File: src/rtl/seq_detect_ctrl_if.sv
// Word-in / count-out handshake bundle for seq_detect_ctrl, plus the pattern
// sideband that is captured together with each accepted word.
interface seq_detect_ctrl_if #(
  parameter int WIDTH = 8
);
  localparam int CW = $clog2(WIDTH + 1);

  logic             s_valid;
  logic             s_ready;
  logic [WIDTH-1:0] s_data;
  logic [2:0]       pattern;
  logic             m_valid;
  logic             m_ready;
  logic [CW-1:0]    m_count;

  modport slave (
    input  s_valid, s_data, pattern, m_ready,
    output s_ready, m_valid, m_count
  );

  modport master (
    output s_valid, s_data, pattern, m_ready,
    input  s_ready, m_valid, m_count
  );
endinterface

File: src/rtl/seq_detect_ctrl.sv
// Serializes each word MSB first and counts overlapping 3-bit pattern matches; one bit/cycle, result held until taken.
// Optional macro SEQ_DETECT_CTRL_CROSS_WORD_EN keeps match history across words so matches may span boundaries.
module seq_detect_ctrl #(
  parameter int WIDTH = 8
) (
  input  logic              clk,
  input  logic              rst,
  seq_detect_ctrl_if.slave  io,
  output logic              bit_out,
  output logic              match_pulse,
  output logic              busy
);
  localparam int CW = $clog2(WIDTH + 1);
  localparam int IW = $clog2(WIDTH);

`ifdef SEQ_DETECT_CTRL_CROSS_WORD_EN
  localparam bit CROSS_WORD = 1'b1;
`else
  localparam bit CROSS_WORD = 1'b0;
`endif

  typedef enum logic [1:0] {
    IDLE   = 2'd0,
    SHIFT  = 2'd1,
    REPORT = 2'd2
  } state_t;

  state_t           state, state_nx;
  logic [WIDTH-1:0] sreg;
  logic [1:0]       hist;
  logic [1:0]       fill;
  logic [IW-1:0]    bit_idx;
  logic [2:0]       pat_q;
  logic [CW-1:0]    cnt;

  logic s_ready_c;
  logic m_valid_c;
  logic accept;
  logic shift_en;
  logic last_bit;

  assign shift_en = (state == SHIFT);
  assign accept   = (state == IDLE) && io.s_valid;
  assign last_bit = (bit_idx == IW'(WIDTH - 1));

  // fill[1] marks that two earlier bits are already in hist
  assign bit_out     = shift_en & sreg[WIDTH-1];
  assign match_pulse = shift_en && fill[1] && ({hist, bit_out} == pat_q);

  always_ff @(posedge clk) begin
    if (rst) begin
      state <= IDLE;
    end else begin
      state <= state_nx;
    end
  end

  always_comb begin
    state_nx  = state;
    s_ready_c = 1'b0;
    m_valid_c = 1'b0;
    busy      = 1'b1;
    case (state)
      IDLE: begin
        s_ready_c = 1'b1;
        busy      = 1'b0;
        if (io.s_valid) state_nx = SHIFT;
      end
      SHIFT: begin
        if (last_bit) state_nx = REPORT;
      end
      REPORT: begin
        m_valid_c = 1'b1;
        if (io.m_ready) state_nx = IDLE;
      end
      default: state_nx = IDLE;
    endcase
  end

  always_ff @(posedge clk) begin
    if (rst) begin
      sreg    <= '0;
      hist    <= '0;
      fill    <= '0;
      bit_idx <= '0;
      pat_q   <= '0;
      cnt     <= '0;
    end else if (accept) begin
      sreg    <= io.s_data;
      pat_q   <= io.pattern;
      cnt     <= '0;
      bit_idx <= '0;
      if (!CROSS_WORD) begin
        hist <= '0;
        fill <= '0;
      end
    end else if (shift_en) begin
      sreg    <= {sreg[WIDTH-2:0], 1'b0};
      hist    <= {hist[0], bit_out};
      bit_idx <= bit_idx + 1'b1;
      if (!fill[1]) fill <= fill + 2'd1;
      if (match_pulse) cnt <= cnt + 1'b1;
    end
  end

  assign io.s_ready = s_ready_c;
  assign io.m_valid = m_valid_c;
  assign io.m_count = cnt;
endmodule

File: src/flat_wrapper.sv
// flat-port wrapper written by rule: the top's interface ports become plain ports
module seq_detect_ctrl_flat 
#(
  parameter int WIDTH = 8
)
  (clk, rst, bit_out, match_pulse, busy, io_s_valid, io_s_data, io_pattern, io_m_ready, io_s_ready, io_m_valid, io_m_count);
  seq_detect_ctrl_if #(.WIDTH(WIDTH)) io_i ();
  input  logic clk;
  input  logic rst;
  output logic bit_out;
  output logic match_pulse;
  output logic busy;
  input wire logic [$bits(io_i.s_valid)-1:0] io_s_valid;
  input wire logic [$bits(io_i.s_data)-1:0] io_s_data;
  input wire logic [$bits(io_i.pattern)-1:0] io_pattern;
  input wire logic [$bits(io_i.m_ready)-1:0] io_m_ready;
  output wire logic [$bits(io_i.s_ready)-1:0] io_s_ready;
  output wire logic [$bits(io_i.m_valid)-1:0] io_m_valid;
  output wire logic [$bits(io_i.m_count)-1:0] io_m_count;
  assign io_i.s_valid = io_s_valid;
  assign io_i.s_data = io_s_data;
  assign io_i.pattern = io_pattern;
  assign io_i.m_ready = io_m_ready;
  assign io_s_ready = io_i.s_ready;
  assign io_m_valid = io_i.m_valid;
  assign io_m_count = io_i.m_count;
  seq_detect_ctrl #(.WIDTH(WIDTH)) u_core (.clk(clk), .rst(rst), .io(io_i), .bit_out(bit_out), .match_pulse(match_pulse), .busy(busy));
endmodule
File: config.mk
export PLATFORM = sky130hd
export DESIGN_NAME = seq_detect_ctrl_flat
export DESIGN_NICKNAME = d
export VERILOG_FILES = /design/src/rtl/seq_detect_ctrl_if.sv /design/src/rtl/seq_detect_ctrl.sv /design/src/flat_wrapper.sv
export SDC_FILE = /design/constraint.sdc
export NUM_CORES = 1
export LEC_CHECK = 0
export BUFFER_PORTS_ARGS = -buffer_cell sky130_fd_sc_hd__buf_4
export CAP_MARGIN = 25
export CORE_UTILIZATION = 46
export DETAILED_ROUTE_END_ITERATION = 10
export PLACE_DENSITY = 0.71
export SLEW_MARGIN = 20
export SYNTH_ARGS = -nofsm -noshare
export SYNTH_HDL_FRONTEND = slang
export SYNTH_SLANG_ARGS = --single-unit
File: constraint.sdc
create_clock -name clk -period 1.31 [get_ports clk]
set_input_delay 0.131 -clock clk [delete_from_list [all_inputs] [get_ports clk]]
set_output_delay 0.131 -clock clk [all_outputs]
set_load 0.05 [all_outputs]
==> impl_metrics.toml <==
[clock_tree]
cts_tree = "yes"
htreeDepth = 1
clk_path_buf_depth = 2
insertion_delay_ps = 310
cts_made_buffers = 3
hold_buffers = 0
clock-sinks = 24
path_clk_slew_ps = 120
cts_root_buf = "clkbuf_4"

[timing]
rsz0062_at_grt = "yes"
tightest_slew_ps = 297
fin_crit_ps = 1610
finalWorstSetupSlack_ps = -300
setup_viol_count_final = 7
hold_viol_final = 0
period_share = 1.23
maxSlewViolCount = 0
max_clock_freq_ghz = 0.621
slew_headroom = 0.802
fin_worst_skew_ps = 4.96
fin_tns_setup_ps = -1110

[critical_path]
crit_arrival_ps = 1480
endpoint_kind = "output pin"
critPathMaxFanout = 2
start_kind = "register"
critPathKind = "reg2out"
cp.required_ps = 1180

[yosys]
ys_seq_area_frac = 0.469
synthMostInstantiatedCell = "dfxtp_1"
async_flop_share = 0
yosysTopAreaCell = "dfxtp_1"
synth.top_cells.by_count = "dfxtp_1, nand2_1, a21oi_1, nor2_1, a22oi_1"
synth_area_per_cell_um2 = 8.82
synth_area_leaders = "dfxtp_1, a21oi_1, nand2_1"
ys.flop_type = "dfxtp_1"
syn_area_um2 = 1020
synthesis.nets = 134
ys_types = 26
netlist_instances = 116
synth_edf_count = 0
netlist.area_leader.share = 0.469
ys_ff_latch = 24
yosys_warnings = 0

[global_routing]
grt_pass1_wl_mm = 3.59
grt_overflow = 0
grt_pass1_vias = 826
antenna_found_initial = 0
grt_usage = 0.193
grt_max_degree = 16

[status]
status = "finished with violations"
violations = "setup timing"

[power_and_ir_drop]
powerDensity_nw_per_um2 = 907
ir_worst_vdd_uv = 647
leakagePower_nw = 0.639

[placement]
dp_hpwl_mm = 1.52
io_buffers = 23
placed_cells = 171
gp_congestion = 0.761

[drt]
drt-total-wl_mm = 2.38
routedWlPerCell_um = 13.1
drt_pass1_iterations = 4
drtIter0Drc = 10
vias = 948
via_per_inst = 5.21
ant_nets = 0
route.detailed.drc = 0

[die]
coreArea_um2 = 2020
start_util = 0.506
rows = 16
io_pins = 24
dieArea_um2 = 2420
die_y_um = 49.2
die_x_um = 49.2

[hold_path]
min_path_type = "in2reg"

[finish]
multi_input_area_um2 = 563
ff_latch_area_um2 = 488
drive_gt1_frac = 0.400
fillers = 158
instances_no_fill = 182
area_growth_pct = 45.2
nets = 175
antenna_cells = 0
utilization = 0.735

[job]
cap_viol_max_count = 0
-- power by group --
group	leakage (nW)	internal, mW	switching (mW)
combinational	0.428	0.125	0.124
clock	0.0138	0.108	0.211
sequential	0.198	0.759	0.0211
-- critical path, stage by stage (launching register included) --
cell and delay (ps):
dfxtp_2 340, xor2_1 180, nor4_4 330, buf_4 180
buf_8 140
-- through the flow --
stage / area, um^2 / setup slack [ps] / hold slack (ps) / total power, mW
2_1_floorplan: 1040 / -619 / 200 / 0.916
3_3_place_gp: 1290 / -14.0 / 369 / 0.995
3_5_place_dp: 1290 / -46.9 / 379 / 0.999
4_1_cts: 1420 / -244 / 45.2 / 1.33
5_1_grt: 1490 / -361 / 38.6 / 1.41
6_report: 1490 / -300 / 45.1 / 1.35
-- registers in the layout, indices dropped and copies added, names as in the netlist --
| register | cells |
|---|---|
| u_core.io.m_count | 4 |
| u_core.fill | 2 |
| u_core.bit_idx | 3 |
| u_core.sreg | 8 |
| u_core.state | 2 |
| u_core.pat_q | 3 |
| u_core.hist | 2 |
-- layout make-up --
cell class	count	share of cell area
flip-flops and latches	24	0.328
clock buffers	3	0.0152
repair buffers	41	0.240
inverters	5	0.0152
well taps	27	0.0227
multi-input cells	82	0.379
-- per-layer routing --
layer / vias to the layer above / GRT usage / part of all wire / wire length, um
met4: 0 / 0.0882 / 0.011 / 25
met2: 18 / 0.295 / 0.51 / 1220
met5: - / 0 / 0 / 0
met1: 453 / 0.260 / 0.45 / 1060
li1: 473 / - / - / -
met3: 4 / 0.0405 / 0.029 / 69
-- placed cells by master (no fill, tap or decap), types with 4 or more instances in the layout --
cell	Yosys	final
buf_6	0	7
a22oi_1	7	5
a21oi_1	15	15
nor2_1	14	12
buf_4	0	31
inv_1	5	4
mux2i_1	4	4
dfxtp_1	24	20
nand2_1	18	16
-- cells by family (layout without fill, tap and decap cells) --
| logic type | after synthesis | count (layout) | synth area share |
|---|---|---|---|
| AND/OR/NAND/NOR | 44 | 44 | 0.211 |
| AO/OA/AOI/OAI | 25 | 25 | 0.148 |
| flip-flops | 24 | 24 | 0.469 |
| buffers and inverters | 10 | 49 | 0.0416 |
| XOR/XNOR | 5 | 5 | 0.0428 |
| multiplexers | 5 | 5 | 0.0501 |
| adder cells (fa/ha/maj) | 3 | 3 | 0.0367 |
-- timing repair --
item	4_1_cts	5_1_grt
pin swaps	2	12
resized for setup	17	14
setup buffers	6	4
endpoints found under the setup margin	5	18
-- final timing paths --
kind                           from                   end  slack (ps)  cells after the start
setup / recovery    u_core.pat_q[1]           match_pulse        -300                      4
hold / removal        io_pattern[0]       u_core.pat_q[0]          50                      3
setup reg to reg    u_core.pat_q[1]  u_core.io.m_count[1]        -240                      7
hold reg to reg   u_core.bit_idx[2]     u_core.bit_idx[2]         470                      2
No activity file was read; power rests on OpenSTA's default activity.
